[src/rtl/multicycle_ctrl_pkg.sv]
// ============================================================================
// Module : riscv_ctrl_pkg
// Brief  : Shared encodings for the multicycle RV32I control unit.
// Rev    : 1.0  initial release
// ============================================================================
`default_nettype none

package riscv_ctrl_pkg;

  typedef enum logic [3:0] {
    FETCH    = 4'd0,
    DECODE   = 4'd1,
    MEMADR   = 4'd2,
    MEMREAD  = 4'd3,
    MEMWB    = 4'd4,
    MEMWRITE = 4'd5,
    EXECR    = 4'd6,
    EXECI    = 4'd7,
    ALUWB    = 4'd8,
    BRANCH   = 4'd9,
    JAL      = 4'd10,
    TRAP     = 4'd11
  } statetype;

  localparam logic [6:0] OP_LW  = 7'b0000011;
  localparam logic [6:0] OP_SW  = 7'b0100011;
  localparam logic [6:0] OP_R   = 7'b0110011;
  localparam logic [6:0] OP_I   = 7'b0010011;
  localparam logic [6:0] OP_B   = 7'b1100011;
  localparam logic [6:0] OP_JAL = 7'b1101111;

  localparam logic [2:0] IMM_I = 3'b000;
  localparam logic [2:0] IMM_S = 3'b001;
  localparam logic [2:0] IMM_B = 3'b010;
  localparam logic [2:0] IMM_J = 3'b011;

  localparam logic [2:0] ALU_ADD = 3'b000;
  localparam logic [2:0] ALU_SUB = 3'b001;
  localparam logic [2:0] ALU_AND = 3'b010;
  localparam logic [2:0] ALU_OR  = 3'b011;
  localparam logic [2:0] ALU_SLT = 3'b101;

  localparam logic [1:0] ALUOP_ADD   = 2'b00;
  localparam logic [1:0] ALUOP_SUB   = 2'b01;
  localparam logic [1:0] ALUOP_FUNCT = 2'b10;

  function automatic logic [2:0] imm_src(input logic [6:0] op);
    case (op)
      OP_SW:   return IMM_S;
      OP_B:    return IMM_B;
      OP_JAL:  return IMM_J;
      default: return IMM_I;
    endcase
  endfunction

endpackage

`default_nettype wire

[src/rtl/multicycle_ctrl_if.sv]
// ============================================================================
// Module : multicycle_ctrl_if
// Brief  : Datapath <-> controller signal bundle for the multicycle core.
// Rev    : 1.0  initial release
// ============================================================================
`default_nettype none

interface multicycle_ctrl_if;
  logic [6:0] op;
  logic [2:0] funct3;
  logic       funct7b5;
  logic       Zero;
  logic       MemReady;
  logic       PCWrite;
  logic       AdrSrc;
  logic       MemWrite;
  logic       IRWrite;
  logic [1:0] ResultSrc;
  logic [1:0] ALUSrcA;
  logic [1:0] ALUSrcB;
  logic [2:0] ALUControl;
  logic       RegWrite;
  logic [2:0] ImmSrc;
  logic       Illegal;

  modport master (
    output op, funct3, funct7b5, Zero, MemReady,
    input  PCWrite, AdrSrc, MemWrite, IRWrite, ResultSrc, ALUSrcA, ALUSrcB,
           ALUControl, RegWrite, ImmSrc, Illegal
  );

  modport slave (
    input  op, funct3, funct7b5, Zero, MemReady,
    output PCWrite, AdrSrc, MemWrite, IRWrite, ResultSrc, ALUSrcA, ALUSrcB,
           ALUControl, RegWrite, ImmSrc, Illegal
  );
endinterface

`default_nettype wire

[src/rtl/multicycle_ctrl_alu_dec.sv]
// ============================================================================
// Module : alu_dec
// Brief  : Maps ALUOp / funct3 / funct7b5 to the ALU operation select.
// Rev    : 1.0  initial release
// ============================================================================
`default_nettype none

module alu_dec
  import riscv_ctrl_pkg::*;
(
  input  logic [1:0] alu_op,
  input  logic [2:0] funct3,
  input  logic       op5,
  input  logic       funct7b5,
  output logic [2:0] alu_control
);

  always_comb begin
    alu_control = ALU_ADD;
    case (alu_op)
      ALUOP_SUB: alu_control = ALU_SUB;
      ALUOP_FUNCT: begin
        case (funct3)
          // op5 separates R-type sub from addi, which has no subtract form
          3'b000:  alu_control = (op5 && funct7b5) ? ALU_SUB : ALU_ADD;
          3'b010:  alu_control = ALU_SLT;
          3'b110:  alu_control = ALU_OR;
          3'b111:  alu_control = ALU_AND;
          default: alu_control = ALU_ADD;
        endcase
      end
      default: alu_control = ALU_ADD;
    endcase
  end

endmodule

`default_nettype wire

[src/rtl/multicycle_ctrl.sv]
// ============================================================================
// Module : multicycle_ctrl
// Brief  : Moore control FSM for the multicycle RV32I core.
// Rev    : 1.0  initial release
// ============================================================================
`default_nettype none

module multicycle_ctrl
  import riscv_ctrl_pkg::*;
(
  input  logic              clk,
  input  logic              reset_n,
  multicycle_ctrl_if.slave  ctrl
);

  statetype   state_q, state_d;
  logic [1:0] w_alu_op;

  always_ff @(posedge clk or negedge reset_n) begin
    if (!reset_n) state_q <= FETCH;
    else          state_q <= state_d;
  end

  always_comb begin
    state_d        = state_q;
    w_alu_op       = ALUOP_ADD;
    ctrl.PCWrite   = 1'b0;
    ctrl.AdrSrc    = 1'b0;
    ctrl.MemWrite  = 1'b0;
    ctrl.IRWrite   = 1'b0;
    ctrl.ResultSrc = 2'b00;
    ctrl.ALUSrcA   = 2'b00;
    ctrl.ALUSrcB   = 2'b00;
    ctrl.RegWrite  = 1'b0;
    ctrl.Illegal   = 1'b0;
    case (state_q)
      FETCH: begin
        ctrl.ALUSrcB   = 2'b10;
        ctrl.ResultSrc = 2'b10;
        ctrl.IRWrite   = ctrl.MemReady;
        ctrl.PCWrite   = ctrl.MemReady;
        if (ctrl.MemReady) state_d = DECODE;
      end
      DECODE: begin
        ctrl.ALUSrcA = 2'b01;
        ctrl.ALUSrcB = 2'b01;
        case (ctrl.op)
          OP_LW, OP_SW: state_d = MEMADR;
          OP_R:         state_d = EXECR;
          OP_I:         state_d = EXECI;
          OP_B:         state_d = BRANCH;
          OP_JAL:       state_d = JAL;
          default:      state_d = TRAP;
        endcase
      end
      MEMADR: begin
        ctrl.ALUSrcA = 2'b10;
        ctrl.ALUSrcB = 2'b01;
        state_d      = (ctrl.op == OP_SW) ? MEMWRITE : MEMREAD;
      end
      MEMREAD: begin
        ctrl.AdrSrc = 1'b1;
        if (ctrl.MemReady) state_d = MEMWB;
      end
      MEMWB: begin
        ctrl.ResultSrc = 2'b01;
        ctrl.RegWrite  = 1'b1;
        state_d        = FETCH;
      end
      MEMWRITE: begin
        ctrl.AdrSrc   = 1'b1;
        ctrl.MemWrite = 1'b1;
        if (ctrl.MemReady) state_d = FETCH;
      end
      EXECR: begin
        ctrl.ALUSrcA = 2'b10;
        w_alu_op     = ALUOP_FUNCT;
        state_d      = ALUWB;
      end
      EXECI: begin
        ctrl.ALUSrcA = 2'b10;
        ctrl.ALUSrcB = 2'b01;
        w_alu_op     = ALUOP_FUNCT;
        state_d      = ALUWB;
      end
      ALUWB: begin
        ctrl.RegWrite = 1'b1;
        state_d       = FETCH;
      end
      BRANCH: begin
        // funct3[0] flips the taken sense: beq takes on Zero, bne on !Zero
        ctrl.ALUSrcA = 2'b10;
        w_alu_op     = ALUOP_SUB;
        ctrl.PCWrite = ctrl.Zero ^ ctrl.funct3[0];
        state_d      = (ctrl.funct3[2:1] == 2'b00) ? FETCH : TRAP;
      end
      JAL: begin
        ctrl.ALUSrcA = 2'b01;
        ctrl.ALUSrcB = 2'b10;
        ctrl.PCWrite = 1'b1;
        state_d      = ALUWB;
      end
      TRAP: begin
        ctrl.Illegal = 1'b1;
        state_d      = TRAP;
      end
      default: state_d = FETCH;
    endcase
  end

  assign ctrl.ImmSrc = imm_src(ctrl.op);

  alu_dec u_alu_dec (
    .alu_op      (w_alu_op),
    .funct3      (ctrl.funct3),
    .op5         (ctrl.op[5]),
    .funct7b5    (ctrl.funct7b5),
    .alu_control (ctrl.ALUControl)
  );

endmodule

`default_nettype wire

[src/flat_wrapper.sv]
// flat-port wrapper written by rule: the top's interface ports become plain ports
module multicycle_ctrl_flat import riscv_ctrl_pkg::*;
  (clk, reset_n, ctrl_op, ctrl_funct3, ctrl_funct7b5, ctrl_Zero, ctrl_MemReady, ctrl_PCWrite, ctrl_AdrSrc, ctrl_MemWrite, ctrl_IRWrite, ctrl_ResultSrc, ctrl_ALUSrcA, ctrl_ALUSrcB, ctrl_ALUControl, ctrl_RegWrite, ctrl_ImmSrc, ctrl_Illegal);
  multicycle_ctrl_if ctrl_i ();
  input  logic clk;
  input  logic reset_n;
  input wire logic [$bits(ctrl_i.op)-1:0] ctrl_op;
  input wire logic [$bits(ctrl_i.funct3)-1:0] ctrl_funct3;
  input wire logic [$bits(ctrl_i.funct7b5)-1:0] ctrl_funct7b5;
  input wire logic [$bits(ctrl_i.Zero)-1:0] ctrl_Zero;
  input wire logic [$bits(ctrl_i.MemReady)-1:0] ctrl_MemReady;
  output wire logic [$bits(ctrl_i.PCWrite)-1:0] ctrl_PCWrite;
  output wire logic [$bits(ctrl_i.AdrSrc)-1:0] ctrl_AdrSrc;
  output wire logic [$bits(ctrl_i.MemWrite)-1:0] ctrl_MemWrite;
  output wire logic [$bits(ctrl_i.IRWrite)-1:0] ctrl_IRWrite;
  output wire logic [$bits(ctrl_i.ResultSrc)-1:0] ctrl_ResultSrc;
  output wire logic [$bits(ctrl_i.ALUSrcA)-1:0] ctrl_ALUSrcA;
  output wire logic [$bits(ctrl_i.ALUSrcB)-1:0] ctrl_ALUSrcB;
  output wire logic [$bits(ctrl_i.ALUControl)-1:0] ctrl_ALUControl;
  output wire logic [$bits(ctrl_i.RegWrite)-1:0] ctrl_RegWrite;
  output wire logic [$bits(ctrl_i.ImmSrc)-1:0] ctrl_ImmSrc;
  output wire logic [$bits(ctrl_i.Illegal)-1:0] ctrl_Illegal;
  assign ctrl_i.op = ctrl_op;
  assign ctrl_i.funct3 = ctrl_funct3;
  assign ctrl_i.funct7b5 = ctrl_funct7b5;
  assign ctrl_i.Zero = ctrl_Zero;
  assign ctrl_i.MemReady = ctrl_MemReady;
  assign ctrl_PCWrite = ctrl_i.PCWrite;
  assign ctrl_AdrSrc = ctrl_i.AdrSrc;
  assign ctrl_MemWrite = ctrl_i.MemWrite;
  assign ctrl_IRWrite = ctrl_i.IRWrite;
  assign ctrl_ResultSrc = ctrl_i.ResultSrc;
  assign ctrl_ALUSrcA = ctrl_i.ALUSrcA;
  assign ctrl_ALUSrcB = ctrl_i.ALUSrcB;
  assign ctrl_ALUControl = ctrl_i.ALUControl;
  assign ctrl_RegWrite = ctrl_i.RegWrite;
  assign ctrl_ImmSrc = ctrl_i.ImmSrc;
  assign ctrl_Illegal = ctrl_i.Illegal;
  multicycle_ctrl u_core (.clk(clk), .reset_n(reset_n), .ctrl(ctrl_i));
endmodule
[config.mk]
export PLATFORM = sky130hd
export DESIGN_NAME = multicycle_ctrl_flat
export DESIGN_NICKNAME = d
export VERILOG_FILES = /design/src/rtl/multicycle_ctrl_pkg.sv /design/src/rtl/multicycle_ctrl_if.sv /design/src/rtl/multicycle_ctrl_alu_dec.sv /design/src/rtl/multicycle_ctrl.sv /design/src/flat_wrapper.sv
export SDC_FILE = /design/constraint.sdc
export NUM_CORES = 1
export LEC_CHECK = 0
export ABC_AREA = 0
export BUFFER_PORTS_ARGS = -buffer_cell sky130_fd_sc_hd__buf_2
export CORE_MARGIN = 2
export CORE_UTILIZATION = 44
export DETAILED_ROUTE_END_ITERATION = 10
export PLACE_DENSITY = 0.89
export SLEW_MARGIN = 10
export SYNTH_ARGS = -nofsm -noshare
export SYNTH_HDL_FRONTEND = slang
export SYNTH_HIERARCHICAL = 1
export SYNTH_SLANG_ARGS = --single-unit
[constraint.sdc]
create_clock -name clk -period 2.5 [get_ports clk]
set_input_delay 0.625 -clock clk [delete_from_list [all_inputs] [get_ports clk]]
set_output_delay 0.625 -clock clk [all_outputs]
set_load 0.005 [all_outputs]
[Word-level counts from Yosys, hierarchy flattened]
Index checks and enable logic that the tools add are counted.
Word-level totals
  output and inout bits: 18
  memory bits (read-only): 0
  latch bits: 0
  bits of input ports: 15
  memories: 0
  bits in registers: 4
  RAM bits: 0
Operators by class
  order comparisons: 0
  reductions and logical operators: 14
  div/mod/pow operators: 0
  mux-type cells: 21
  bitwise logic cells: 1
  multiply operators: 0
  shifts and indexed selects: 0
  $add $sub $neg: 0
  equality and inequality tests: 25
Operator list (number)
  one-hot mux 4 bit (8 select lines): 1
  one-hot mux 4 bit (5 select lines): 1
  equality test 4 x 3 -> 1 bit (second input constant): 4
  equality test 4 bit (second input constant): 4
  two-way mux 4 bit: 4
  one-hot mux 2 bit (2 select lines): 4
  equality test 7 x 6 -> 1 bit (second input constant): 2
  equality test 7 bit (second input constant): 2
  one-hot mux 3 bit (4 select lines): 1
  OR reduction 2 bit: 6
  equality test 4 x 2 -> 1 bit (second input constant): 2
  equality test 7 x 2 -> 1 bit (second input constant): 1
  equality test 7 x 5 -> 1 bit (second input constant): 1
  equality test 3 bit (second input constant): 2
  two-way mux 1 bit: 6
  != test 2 bit (second input constant): 3
  one-hot mux 2 bit (3 select lines): 1
  one-hot mux 3 bit (2 select lines): 1
  OR reduction 3 bit: 2
  equality test 4 x 1 -> 1 bit (second input constant): 1
  logical NOT 4 bit: 1
  OR reduction 4 bit: 1
  equality test 3 x 2 -> 1 bit (second input constant): 1
  logical NOT 3 bit: 1
  other kinds (8): 8

[Longest topological paths before layout]
  depth after elaboration: 5
  mapped depth: 7

[Cells and area by module]
The synthesis kept the hierarchy.
Modules (own cells, without submodules)
  multicycle_ctrl: times used 1, seq. area each 100.1 µm², area each 554.3 µm², cells an instance 77
  alu_dec: times used 1, seq. area each 0.0 µm², area each 96.3 µm², cells an instance 11

[Least setup slack after synthesis]
No wires, ideal clock.
  kind: register to output
  start point: reg u_core.state_q[3]
  end point: out ctrl_ALUControl[2]
  arrival: 1.518 ns
  required time: 1.875 ns
  stages on the path, launching flop included: 7
  path slack: 0.357 ns
  path buffers: 1
  cells stage by stage: dfrtp_1 > buf_2 > nand2_1 > nor2_1 > inv_1 > ha_1 > nor4b_1
On the way
  cells in the longest elaborated chain, start to end: 5
  elaborated cells on any way between the ends: 8
RTL lines
  from (decl): RTL line multicycle_ctrl.sv:16  | statetype state_q, state_d;
  from (signal assigned): RTL line multicycle_ctrl.sv:21  | else state_q <= state_d;
  equality test 4 x 3 -> 1 bit: RTL line multicycle_ctrl.sv:36  | case (state_q)
  OR reduction 2 bit (no line)
  one-hot mux 2 bit (2 select lines) (*): RTL line multicycle_ctrl.sv:36
  net u_core.w_alu_op[0]: RTL line multicycle_ctrl.sv:17  | logic [1:0] w_alu_op;
  equality test 2 bit / equality test 2 x 1 -> 1 bit (equally long branches): RTL line multicycle_ctrl_alu_dec.sv:20  | case (alu_op)
  one-hot mux 3 bit (2 select lines) (*): RTL line multicycle_ctrl_alu_dec.sv:20
  to (decl): RTL line flat_wrapper.sv:19  | output wire logic [$bits(ctrl_i.ALUControl)-1:0] ctrl_ALUControl;
Mark *: on every way through the listed nets, which the timed path passes. The rest lies on a longest branch.

[Worst setup path after layout]
Ends and elaborated chain as after synthesis.

==> summary.txt <==
STA
  • Achievable clock frequency: 415 MHz
  • Setup violators final: 0
  • Min setup slack post-route: around 0.091 ns
  • Setup skew after layout: ~0.0057 ns
  • Final Hold Fails: 0
  • Clock period minus final worst setup slack: ~2.4 ns
  • Slew Viols, Final: 0
  • Post-Route Hold Slack: 0.188 ns
  • Summed negative setup slack over all endpoints: 0 ns
  • Share of the cycle needed by the critical path after routing: 0.964

Worst setup path
  • Path type of the worst setup path: flip-flop to primary output
  • Worst reg2reg path endpoint: u_core/state_q[0]
  • Depth of the most critical reg-to-reg path: 5
  • Crit. Startpoint: u_core/state_q[3]
  • Worst path bufs/invs: 1
  • Kind of start point of the critical path: flip-flop
  • Critical path required time: 1.88 ns
  • Startpoint of the most critical register-to-register path: u_core/state_q[3]
  • Flop-to-flop setup slack: roughly 1.1 ns
  • Endpoint of the worst setup timing path: ctrl_ALUControl[2]
  • Kind of cell with the highest combined delay on the critical path: simple AND/OR/NAND/NOR gates
  • Worst path slowest cell: sky130_fd_sc_hd__dfrtp_2
  • Critical path fanouts, max: 8
  • Worst Setup End Kind: primary output
  • Crit. path cell count: 5
  • Critical path arrival: 1.78 ns
  • Maximum cell stage delay along the critical path: approximately 0.45 ns
  • Ordered list of cells on the worst path: nand2b_2 -> nor2_2 -> ha_2 -> nor4b_1 -> buf_2

Power and ir drop
  • Pwr Density: approximately 1000 mW/mm2
  • Worst IR drop on VDD: slightly above 0.0005 V
  • Leakage Power: around 0.42 nW
  • Overall power of the completed layout: 0.912 mW

Clock network
  • Clock sink total: 4
  • Number of levels in the clock H-tree: 1
  • Clock-pin slew on the worst setup and hold paths: approximately 0.04 ns
  • Clock buffer count from CTS: 3
  • Clock root buffer: sky130_fd_sc_hd__clkbuf_4
  • Buffer levels on the longest clock path: 2
  • Worst skew pair latency: 0.23 ns
  • Clock tree from TritonCTS: yes
  • Post-CTS Hold Fix Bufs: 0

Drt
  • Number of nets with antenna violations after routing: 0
  • Router iterations before antenna repair: 4
  • Via count: ~730
  • Routed WL per cell: 12.2 um
  • DRC: 0
  • Wire length reported by the detailed router: roughly 1700 um
  • Vias per std cell: 5.32
  • Number of DRC markers after the initial detailed-route iteration: 10

Finish
  • Largest regs: u_core/state_q: 4 flops
  • Post-route core utilization: 0.653
  • Post-route insts no fill: approximately 140
  • Number of flip-flops in the largest register: 4
  • Layout area overhead: 33.8%
  • Register area: between 100 and 150 um2
  • Count of filler cells inserted in the layout: ~130
  • Number of inserted diodes: 0
  • Area of the multi-input gates: ~520 um2
  • Count of nets after finishing: approximately 140
  • Fraction of final layout cells with drive strength greater than 1: 0.443
  • Register name with the most flops: u_core/state_q
  • Total non-filler cell area in the finished layout: about 870 um2

Logic synthesis
  • Top cell type by total area after synthesis: sky130_fd_sc_hd__dfrtp_1
  • Number of nets in the synthesized netlist: around 110
  • Most frequent cells after synthesis: 13 x sky130_fd_sc_hd__nor2_1, 5 x sky130_fd_sc_hd__inv_1, 5 x sky130_fd_sc_hd__nand2_1, 5 x sky130_fd_sc_hd__nor3_1
  • Synth Register Bits: 4
  • Per-instance average area after synthesis: between 7 and 8 um2
  • Cells taking the most area after synthesis: sky130_fd_sc_hd__dfrtp_1 15%, sky130_fd_sc_hd__nor2_1 7.5%, sky130_fd_sc_hd__xnor2_1 4.0%
  • Share of synthesized registers carrying an async set or reset: 1.00
  • Synth Instances: 88
  • Most frequently used flop master after synthesis: sky130_fd_sc_hd__dfrtp_1
  • Sequential element share of the synthesized area: 0.154
  • Most numerous cell in the Yosys netlist: sky130_fd_sc_hd__nor2_1
  • Number of enable flip-flop cells after synthesis: 0
  • Count of cell types in the netlist: 41
  • Area of the mapped netlist: 651 um2
  • Yosys warnings: 6
  • Share of the synthesized area in the top cell type: 0.154

Global routing
  • Via count of the first global-routing pass: 680
  • Leftover overflow at the end of global routing: 0
  • Antenna violations before repair: 0
  • GRT Overall Usage: 0.201
  • Maximum number of pins on one net before global-route repair: 16
  • Global-route wire length before repair: between 2000 and 3000 um

Outcome
  • Run status: finished, final reports clean

Placement
  • Port bufs: 31
  • Cell area after placement: 825 um2
  • Post-Place Worst Slack: 0.217 ns
  • Number of placed cells counting well taps: ~130
  • Final GP Congestion: 0.834
  • Half-perimeter wire length of the detailed placement result: around 1300 um

Job
  • Max-cap violations: 0

Floorplan
  • Row cnt: 13
  • Die area: 0.00180 mm2
  • Number of top-level pins: 33
  • Area of the core region: around 0.0013 mm2
  • Starting density of the core: 0.488
  • Die Height: 42.5 um
  • Die extent in x: between 40 and 50 um

Hold path
  • Type of the worst min-delay path: input port to async pin
-- routing by layer --
metal | vias to the layer above | global-route usage | routed length, um
met2 | 25 | 0.320 | 822
met1 | 320 | 0.270 | 744
met3 | 0 | 0.0388 | 102
met4 | 0 | 0.0688 | 0
li1 | 384 | - | -
met5 | - | 0 | 0
-- power breakdown --
| part | internal (mW) | leakage, nW | switching [mW] |
|---|---|---|---|
| combinational | 0.322 | 0.354 | 0.377 |
| clock | 0.0535 | 0.0138 | 0.0242 |
| sequential | 0.0995 | 0.0485 | 0.0356 |
-- worst min path at each step --
stage / start / to / slack, ns / cells past startpoint
global placement: reset_n / u_core/state_q[2] / 0.43 / 1
detailed placement: reset_n / u_core/state_q[0] / 0.43 / 1
finish: reset_n / u_core/state_q[2] / 0.19 / 1
floorplan: reset_n / u_core/state_q[0] / 0.33 / 0
CTS: reset_n / u_core/state_q[2] / 0.19 / 1
global route: reset_n / u_core/state_q[2] / 0.20 / 1
-- what timing repair did --
action | in CTS | in global routing
buffers inserted | 0 | 1
setup endpoints to repair | 1 | 3
gates resized for setup | 1 | 6
pin swaps | 0 | 0
-- logic make-up after synthesis --
logic type / count (synthesis) / share of synthesized area
XOR/XNOR: 5 / 0.0673
other: 1 / 0.00576
flip-flops: 4 / 0.154
adder cells (fa/ha/maj): 2 / 0.0385
buffers and inverters: 10 / 0.0750
AO/OA/AOI/OAI: 20 / 0.227
AND/OR/NAND/NOR: 46 / 0.433
-- cell usage in the layout, fill, tap and decap left out, types with 2 or more instances in the layout --
cell / n
sky130_fd_sc_hd__o21ai_1: 2
sky130_fd_sc_hd__nand2_1: 4
sky130_fd_sc_hd__inv_1: 5
sky130_fd_sc_hd__a21oi_1: 4
sky130_fd_sc_hd__nand3_1: 2
sky130_fd_sc_hd__dfrtp_1: 3
sky130_fd_sc_hd__buf_4: 5
sky130_fd_sc_hd__clkbuf_4: 3
sky130_fd_sc_hd__nand3b_1: 2
sky130_fd_sc_hd__o21ai_0: 2
sky130_fd_sc_hd__nor2_2: 2
sky130_fd_sc_hd__xnor2_1: 3
sky130_fd_sc_hd__nor2_1: 11
sky130_fd_sc_hd__nor2b_1: 2
sky130_fd_sc_hd__nand2b_1: 3
sky130_fd_sc_hd__and2_1: 2
sky130_fd_sc_hd__nor3_1: 5
sky130_fd_sc_hd__buf_2: 31
sky130_fd_sc_hd__xor2_1: 2
-- area by class of cell --
class / instances / share of cell area
multi-input cells: 74 / 0.593
repair buffers: 36 / 0.221
flip-flops and latches: 4 / 0.116
clock buffers: 3 / 0.0259
inverters: 5 / 0.0216
well taps: 15 / 0.0216
Note: power is estimated with default switching activity, not from simulation.
